===== config.mk =====
export PLATFORM = sky130hd
export DESIGN_NAME = line_fill_engine_flat
export DESIGN_NICKNAME = d
export VERILOG_FILES = /design/src/rtl/line_fill_engine_pkg.sv /design/src/rtl/line_fill_engine_if.sv /design/src/rtl/line_fill_engine_assembler.sv /design/src/rtl/line_fill_engine.sv /design/src/flat_wrapper.sv
export SDC_FILE = /design/constraint.sdc
export NUM_CORES = 1
export LEC_CHECK = 0
export ABC_AREA = 1
export CORE_AREA = 2 2 247 249
export CTS_CLUSTER_DIAMETER = 80
export DETAILED_ROUTE_END_ITERATION = 16
export DIE_AREA = 0 0 249 251
export PLACE_DENSITY = 0.6
export SYNTH_ARGS = -nofsm -noshare
export SYNTH_HDL_FRONTEND = slang
export SYNTH_SLANG_ARGS = --single-unit

===== constraint.sdc =====
create_clock -name clk -period 4.2 [get_ports clk]
set_clock_uncertainty 0.1 [all_clocks]
set_input_delay 0.84 -clock clk [delete_from_list [all_inputs] [get_ports clk]]
set_output_delay 0.84 -clock clk [all_outputs]
set_load 0.02 [all_outputs]

===== src/rtl/line_fill_engine_pkg.sv =====
// Shared widths, the line-address type and FSM encoding for the program-cache line fill path.
package kasumi_cache_pkg;
  localparam int unsigned LINE_WIDTH      = 512;
  localparam int unsigned WORD_WIDTH      = 32;
  localparam int unsigned WORDS_PER_LINE  = LINE_WIDTH / WORD_WIDTH;
  localparam int unsigned WORD_CNT_W      = 5;
  localparam int unsigned WORD_IDX_W      = $clog2(WORDS_PER_LINE);
  localparam int unsigned INDEX_WIDTH     = 8;
  localparam int unsigned TAG_WIDTH       = 18;
  localparam int unsigned ADDR_WIDTH      = 32;
  localparam int unsigned MAX_OUTSTANDING = 4;
  localparam int unsigned OUT_W           = $clog2(MAX_OUTSTANDING + 1);

  typedef logic [25:0] line_addr_t;

  typedef enum logic [1:0] {
    IDLE    = 2'd0,
    FETCH   = 2'd1,
    DELIVER = 2'd2
  } fill_state_t;
endpackage


===== src/rtl/line_fill_engine_if.sv =====
// Request, backing-memory and fill-port signals of the line fill engine.
interface line_fill_engine_if;
  import kasumi_cache_pkg::*;

  logic                   req_valid;
  logic                   req_ready;
  line_addr_t             req_line_addr;
  logic                   mem_rd_valid;
  logic                   mem_rd_ready;
  logic [ADDR_WIDTH-1:0]  mem_rd_addr;
  logic                   mem_rsp_valid;
  logic [WORD_WIDTH-1:0]  mem_rsp_data;
  logic                   fill_valid;
  logic                   fill_ready;
  logic [INDEX_WIDTH-1:0] fill_index;
  logic [TAG_WIDTH-1:0]   fill_tag;
  logic [LINE_WIDTH-1:0]  fill_data;

  // Environment side: requester, backing memory and fill FIFO.
  modport master (
    output req_valid, req_line_addr, mem_rd_ready, mem_rsp_valid, mem_rsp_data, fill_ready,
    input  req_ready, mem_rd_valid, mem_rd_addr, fill_valid, fill_index, fill_tag, fill_data
  );

  modport slave (
    input  req_valid, req_line_addr, mem_rd_ready, mem_rsp_valid, mem_rsp_data, fill_ready,
    output req_ready, mem_rd_valid, mem_rd_addr, fill_valid, fill_index, fill_tag, fill_data
  );
endinterface


===== src/rtl/line_fill_engine_assembler.sv =====
// Collects in-order 32-bit read responses into word slots of a 512-bit line.
module line_assembler
  import kasumi_cache_pkg::*;
(
  input  logic                  clk,
  input  logic                  reset,
  input  logic                  clear,
  input  logic                  wr_en,
  input  logic [WORD_WIDTH-1:0] wr_data,
  output logic [LINE_WIDTH-1:0] line_data,
  output logic                  last_word
);
  logic [WORD_CNT_W-1:0] rcv_cnt;

  always_ff @(posedge clk) begin
    if (reset) begin
      line_data <= '0;
      rcv_cnt   <= '0;
    end else if (clear) begin
      rcv_cnt <= '0;
    end else if (wr_en) begin
      for (int unsigned w = 0; w < WORDS_PER_LINE; w++) begin
        if (rcv_cnt == WORD_CNT_W'(w))
          line_data[w*WORD_WIDTH +: WORD_WIDTH] <= wr_data;
      end
      rcv_cnt <= rcv_cnt + WORD_CNT_W'(1);
    end
  end

  assign last_word = wr_en && (rcv_cnt == WORD_CNT_W'(WORDS_PER_LINE - 1));
endmodule


===== src/rtl/line_fill_engine.sv =====
// Fetches one 64-byte line as 16 word reads (up to 4 in flight) and offers it on the fill port.
module line_fill_engine
  import kasumi_cache_pkg::*;
(
  input  logic               clk,
  input  logic               reset,
  line_fill_engine_if.slave  bus,
  output logic               busy
);
  fill_state_t           state;
  line_addr_t            line_addr;
  logic [WORD_CNT_W-1:0] issue_cnt;
  logic [OUT_W-1:0]      outstanding;
  logic                  req_fire;
  logic                  rd_fire;
  logic                  rsp_take;
  logic                  fill_fire;
  logic                  last_word;

  assign bus.req_ready    = (state == IDLE) && !reset;
  assign bus.mem_rd_valid = (state == FETCH)
                            && (issue_cnt < WORD_CNT_W'(WORDS_PER_LINE))
                            && (outstanding < OUT_W'(MAX_OUTSTANDING));
  // Word offset is concatenated, not added: a line never carries into the line address.
  assign bus.mem_rd_addr  = {line_addr, issue_cnt[WORD_IDX_W-1:0], 2'b00};
  assign bus.fill_valid   = (state == DELIVER);
  assign bus.fill_index   = line_addr[INDEX_WIDTH-1:0];
  assign bus.fill_tag     = line_addr[INDEX_WIDTH +: TAG_WIDTH];
  assign busy             = (state != IDLE);

  assign req_fire  = bus.req_valid && bus.req_ready;
  assign rd_fire   = bus.mem_rd_valid && bus.mem_rd_ready;
  assign rsp_take  = (state == FETCH) && bus.mem_rsp_valid && (outstanding != '0);
  assign fill_fire = bus.fill_valid && bus.fill_ready;

  always_ff @(posedge clk) begin
    if (reset) begin
      state       <= IDLE;
      line_addr   <= '0;
      issue_cnt   <= '0;
      outstanding <= '0;
    end else begin
      unique case (state)
        IDLE: begin
          if (req_fire) begin
            line_addr   <= bus.req_line_addr;
            issue_cnt   <= '0;
            outstanding <= '0;
            state       <= FETCH;
          end
        end
        FETCH: begin
          if (rd_fire)
            issue_cnt <= issue_cnt + WORD_CNT_W'(1);
          if (rd_fire && !rsp_take)
            outstanding <= outstanding + OUT_W'(1);
          else if (!rd_fire && rsp_take)
            outstanding <= outstanding - OUT_W'(1);
          if (last_word)
            state <= DELIVER;
        end
        DELIVER: begin
          if (fill_fire)
            state <= IDLE;
        end
        default: state <= IDLE;
      endcase
    end
  end

  line_assembler u_assembler (
    .clk       (clk),
    .reset     (reset),
    .clear     (req_fire),
    .wr_en     (rsp_take),
    .wr_data   (bus.mem_rsp_data),
    .line_data (bus.fill_data),
    .last_word (last_word)
  );

  a_outstanding_bound : assert property (@(posedge clk) disable iff (reset)
    outstanding <= OUT_W'(MAX_OUTSTANDING));

  // Responses with nothing in flight are dropped; this records that it happened.
  c_spurious_rsp : cover property (@(posedge clk) disable iff (reset)
    bus.mem_rsp_valid && !rsp_take);
endmodule


===== src/flat_wrapper.sv =====
// flat-port wrapper written by rule: the top's interface ports become plain ports
module line_fill_engine_flat import kasumi_cache_pkg::*;
  (clk, reset, busy, bus_req_valid, bus_req_line_addr, bus_mem_rd_ready, bus_mem_rsp_valid, bus_mem_rsp_data, bus_fill_ready, bus_req_ready, bus_mem_rd_valid, bus_mem_rd_addr, bus_fill_valid, bus_fill_index, bus_fill_tag, bus_fill_data);
  line_fill_engine_if bus_i ();
  input  logic clk;
  input  logic reset;
  output logic busy;
  input wire logic [$bits(bus_i.req_valid)-1:0] bus_req_valid;
  input wire logic [$bits(bus_i.req_line_addr)-1:0] bus_req_line_addr;
  input wire logic [$bits(bus_i.mem_rd_ready)-1:0] bus_mem_rd_ready;
  input wire logic [$bits(bus_i.mem_rsp_valid)-1:0] bus_mem_rsp_valid;
  input wire logic [$bits(bus_i.mem_rsp_data)-1:0] bus_mem_rsp_data;
  input wire logic [$bits(bus_i.fill_ready)-1:0] bus_fill_ready;
  output wire logic [$bits(bus_i.req_ready)-1:0] bus_req_ready;
  output wire logic [$bits(bus_i.mem_rd_valid)-1:0] bus_mem_rd_valid;
  output wire logic [$bits(bus_i.mem_rd_addr)-1:0] bus_mem_rd_addr;
  output wire logic [$bits(bus_i.fill_valid)-1:0] bus_fill_valid;
  output wire logic [$bits(bus_i.fill_index)-1:0] bus_fill_index;
  output wire logic [$bits(bus_i.fill_tag)-1:0] bus_fill_tag;
  output wire logic [$bits(bus_i.fill_data)-1:0] bus_fill_data;
  assign bus_i.req_valid = bus_req_valid;
  assign bus_i.req_line_addr = bus_req_line_addr;
  assign bus_i.mem_rd_ready = bus_mem_rd_ready;
  assign bus_i.mem_rsp_valid = bus_mem_rsp_valid;
  assign bus_i.mem_rsp_data = bus_mem_rsp_data;
  assign bus_i.fill_ready = bus_fill_ready;
  assign bus_req_ready = bus_i.req_ready;
  assign bus_mem_rd_valid = bus_i.mem_rd_valid;
  assign bus_mem_rd_addr = bus_i.mem_rd_addr;
  assign bus_fill_valid = bus_i.fill_valid;
  assign bus_fill_index = bus_i.fill_index;
  assign bus_fill_tag = bus_i.fill_tag;
  assign bus_fill_data = bus_i.fill_data;
  line_fill_engine u_core (.clk(clk), .reset(reset), .bus(bus_i), .busy(busy));
endmodule

* Yosys cells after proc, flatten, opt, wreduce, memory -nomap -nowiden
Cells that the tools add are included.
** Cells by class
- Add/sub/neg operators :: 4
- Multipliers :: 0
- Div/mod/pow operators :: 0
- Magnitude comparators :: 2
- Equal/unequal tests :: 22
- Shift-type cells :: 0
- Multiplexer cells :: 11
- Bitwise gates (word level) :: 1
- Reductions and logical operators :: 40
** Operator list (count)
- 3-bit AND reduction :: 19
- 5-bit by 4-bit == test with 1-bit output, second input constant :: 8
- 5-bit by 3-bit == test with 1-bit output, second input constant :: 4
- 1-bit logical AND :: 11
- 5-bit by 1-bit adder with 5-bit output, second input constant :: 2
- 5-bit by 2-bit == test with 1-bit output, second input constant :: 2
- 5-bit 2-to-1 mux :: 2
- 5-bit case mux with 2 select lines :: 1
- 3-bit 2-to-1 mux :: 3
- 2-bit 2-to-1 mux :: 3
- 2-bit by 1-bit != test with 1-bit output, second input constant :: 3
- 2-bit case mux with 3 select lines :: 1
- 3-bit case mux with 2 select lines :: 1
- 5-bit by 1-bit == test with 1-bit output, second input constant :: 1
- 5-bit zero test :: 1
- 5-bit less-than comparator, second input constant :: 1
- 2-bit nonzero test :: 2
- 3-bit by 1-bit adder with 3-bit output, second input constant :: 1
- 1-bit zero test :: 3
- 3-bit less-than comparator, second input constant :: 1
- 3-bit != test, second input constant :: 1
- 3-bit nonzero test :: 1
- 3-bit by 1-bit subtractor with 3-bit output, second input constant :: 1
- 2-bit by 1-bit == test with 1-bit output, second input constant :: 1
- other kinds (6) :: 6
** Storage, ports and cells
- Register bits after elaboration :: 553
- Bits in latches :: 0
- Memory bits (writable) :: 0
- Bits in read-only memories :: 0
- Input bits :: 64
- Output and inout port bits :: 574
- Memories kept :: 0

* Longest topological paths before layout
- Depth after elaboration :: 9
- Depth in mapped cells :: 11

* Modules after synthesis
From an unflattened synthesis, not the netlist that was laid out.
** Unflattened totals
- Cells, all modules :: 3051
- Area total of the unflattened synthesis :: 21649.5 um2
** By module, submodules not included
- line_assembler :: instances 1, cells an instance 2821, area each 19774.0 um2, seq. area each 10349.9 um2
- line_fill_engine :: instances 1, cells an instance 230, area each 1875.5 um2, seq. area each 720.7 um2

* Worst setup path before layout
OpenSTA, ideal clock, no wires.
- Path type :: input-to-output
- From :: input port reset
- To :: output port bus_req_ready
- Arrival time :: 1.502 ns
- Setup slack :: 1.758 ns
- Stages on the path :: 4
- Cell sequence :: inv_2 nand2_1 clkinv_1 clkbuf_1
** On the way
- Word-level cells in the longest chain between the ends :: 2
** Ends and longest elaborated chain
- start: declaration :: RTL line flat_wrapper.sv:6 : input logic reset;
- 1-bit zero test :: RTL line line_fill_engine.sv:20 : assign bus.req_ready = (state == IDLE) && !reset;
- 1-bit logical AND :: RTL line line_fill_engine.sv:20
- end: declaration :: RTL line flat_wrapper.sv:14 : output wire logic [$bits(bus_i.req_ready)-1:0] bus_req_ready;
No other way between the ends.

* Final worst setup path
Ends and elaborated chain as after synthesis.

==> impl_metrics.yaml <==
outcome:
  status: "finished clean"
clocking:
  post_cts_resize_count: 0
  cts_sinks: 553
  cts_hold_buffers: 0
  clockBufferDepth: 3
  insertion_delay_ns: 0.60
  cts.clk_slew.worst_paths_ns: 0.06
  cts_tree: "done"
  post-cts-setup-buffers: 0
  cts_root_buf: "clkbuf_16"
  h-tree-depth: 2
  cts_buffers: 58
logic_synthesis:
  synth_area_leader_cell: "dfxtp_1"
  synth.top_cell.area_share_pct: 52.4
  synth_area_um2: 21100
  ys_seq_area_share_pct: 52.4
  ys_seq_elements: 553
  synth_edf_count: 0
  synth.distinct_cells: 29
  ys_top_cells_by_area: "dfxtp_1 52%, nor2_1 19%, nand2_1 18%, buf_2 2.1%, buf_4 1.5%"
  synth_ff_type: "dfxtp_1"
  syn_area_per_cell_um2: 6.93
  netlist_instances: 3051
  ys_warn_count: 0
  async_flop_share_pct: 0
timing:
  period_needed_ns: 2.97
  relSlewSlack_pct: 28.1
  final-setup-viol-count: 0
  report.final.slew_viol_count: 0
  fin_crit_sh_pct: 70.8
  worst_pin_slew_ns: 1.08
  finalHoldViolCount: 0
  clock.fmax_mhz: 336
  rsz0062_at_grt: "false"
  finalSetupTns_ns: 0
pwr:
  internal_power_uw: 8650
  switching_power_uw: 2690
  vdd_drop_max_uv: 298
  leakage_uw: 0.0119
  p_per_area_nw_per_um2: 382
  p_clk_share_pct: 46.7
  p_seq_share_pct: 46.9
  power_frac_comb_pct: 6.4
  sw_frac_of_total_pct: 23.7
global_route:
  grt_pass1_wl_mm: 110
  grt_usage_pct: 22.9
  overflow: 0
  antenna_found_initial: 1
  grt_max_degree: 202
  grt_pass1_vias: 17335
place:
  gp_congestion: 0.817
  place_hpwl_mm: 50.1
  numPortBuffers: 635
critical_path:
  arrival_ns: 2.03
  endpoint_kind: "output port"
  reg2reg_slack_ns: 1.74
  rr_startpoint: "u_core.state[0]$_SDFFE_PP0P_"
  cp_max_fo: 17
  reg2reg_depth: 9
  critPathLaunchType: "input port"
  crit_path_start: "reset"
  crit-reg2reg-capture: "u_core.outstanding[1]$_SDFFE_PP0P_"
  worstSetupPathType: "in2out"
  cp-endpoint: "bus_req_ready"
  crit_required_ns: 3.26
route:
  dr.pass1.iters: 5
  route.detailed.drc: 0
  vias: 19537
  drtIter0Drc: 1236
  viasPerCell: 4.46
  wl_per_cell_um: 16.9
  antenna_left: 0
  wl_mm: 74.0
die:
  ioPinCount: 638
  die-height_um: 251
  num_rows: 90
  core_um2: 59800
  die_area_um2: 62500
  fp.dieW_um: 249
  initial_core_util_pct: 35.4
hold_path:
  worstHoldPathType: "reg2reg"
  worstHoldPathCells: 1
layout:
  finish.utilization_pct: 49.7
  syn2layout_area_growth_pct: 40.5
  final_common_cell: "nor2_1"
  fill_cells: 6002
  layout.nets: 3621
  final_layout_size_suffix_gt1_share_pct: 4.34
  mostFrequentLayoutCells: "1042 x nor2_1, 1036 x nand2_1, 634 x clkdlybuf4s50_1, 553 x dfxtp_1, 60 x inv_1"
job:
  cap_violations: 0
## layer usage
metal | GRT usage, % | wire length (um) | up-vias
met5 | 0 | 0 | -
met4 | 5.61 | 1500 | 0
met3 | 6.30 | 5740 | 88
li1 | - | - | 10087
met1 | 30.3 | 33100 | 8741
met2 | 36.8 | 33700 | 621
## Yosys cell counts (all sizes together), types with 2 or more instances
library cell / number
nand2: 1043
o21ai: 39
buf: 167
nor2: 1059
a21oi: 11
clkbuf: 59
nand3: 41
ha: 7
dfxtp: 553
inv: 62
nand4: 2
## how the worst min path moves through the flow
| stage | slack, ns | to | start |
|---|---|---|---|
| after floorplan | 0.30 | u_core.outstanding[0]$_SDFFE_PP0P_ | u_core.outstanding[0]$_SDFFE_PP0P_ |
| after global placement | 0.31 | u_core.outstanding[0]$_SDFFE_PP0P_ | u_core.outstanding[0]$_SDFFE_PP0P_ |
| after detailed placement | 0.32 | u_core.outstanding[0]$_SDFFE_PP0P_ | u_core.outstanding[0]$_SDFFE_PP0P_ |
| after CTS | 0.33 | u_core.outstanding[0]$_SDFFE_PP0P_ | u_core.outstanding[0]$_SDFFE_PP0P_ |
| after global routing | 0.34 | u_core.outstanding[0]$_SDFFE_PP0P_ | u_core.outstanding[0]$_SDFFE_PP0P_ |
| final | 0.32 | u_core.outstanding[0]$_SDFFE_PP0P_ | u_core.outstanding[0]$_SDFFE_PP0P_ |
## area by class of cell
cell class              instances  area, um2  share of cell area, %
well taps                     782        978                   3.30
flip-flops and latches        553      11100                   37.3
clock inverters                23        259                  0.872
repair buffers                663       6710                   22.6
clock buffers                  84       1700                   5.73
inverters                      63        244                  0.822
multi-input cells            2210       8720                   29.4
diodes                          2       5.00                 0.0169
## sequential cells by signal, indices dropped and copies added, names as in the netlist
signal,count
u_core.issue_cnt,5
u_core.line_addr,26
u_core.outstanding,3
u_core.state,2
u_core.u_assembler.line_data,512
u_core.u_assembler.rcv_cnt,5
## cells by family (layout without fill, tap and decap cells)
| logic type | Yosys count | count (layout) | synth area share, % |
|---|---|---|---|
| AND/OR/NAND/NOR | 2147 | 2147 | 39.4 |
| AO/OA/AOI/OAI | 52 | 52 | 1.25 |
| XOR/XNOR | 1 | 1 | 0.0414 |
| buffers and inverters | 289 | 833 | 6.40 |
| other | 1 | 4 | 0.0177 |
| adder cells (fa/ha/maj) | 8 | 8 | 0.509 |
| flip-flops | 553 | 553 | 52.4 |
## stage by stage
step | area (um2) | instances | total power (uW) | hold WS [ns] | setup slack (ns)
2_1_floorplan | 21100 | 3052 | 5870 | 0.303 | 1.76
3_3_place_gp | 27700 | 4271 | 6170 | 0.313 | 0.931
3_5_place_dp | 27700 | 4271 | 6160 | 0.318 | 0.890
4_1_cts | 29700 | 4378 | 11400 | 0.326 | 1.20
5_1_grt | 29700 | 4379 | 11700 | 0.339 | 1.16
6_report | 29700 | 4380 | 11300 | 0.325 | 1.23
## power groups by stage
stage	combinational [uW]	clock, uW	sequential, uW
finish	727	5290	5320
floorplan	400	0	5470
detailed placement	730	0	5430
global route	793	5620	5320
CTS	732	5400	5320
global placement	731	0	5430
## critical path, stage by stage
cell and delay [ns]:
clkdlybuf4s50_1 0.65, inv_8 0.11, nand2_1 0.09, clkinv_1 0.13, buf_4 0.21
Power figures use the tool's default switching activity.
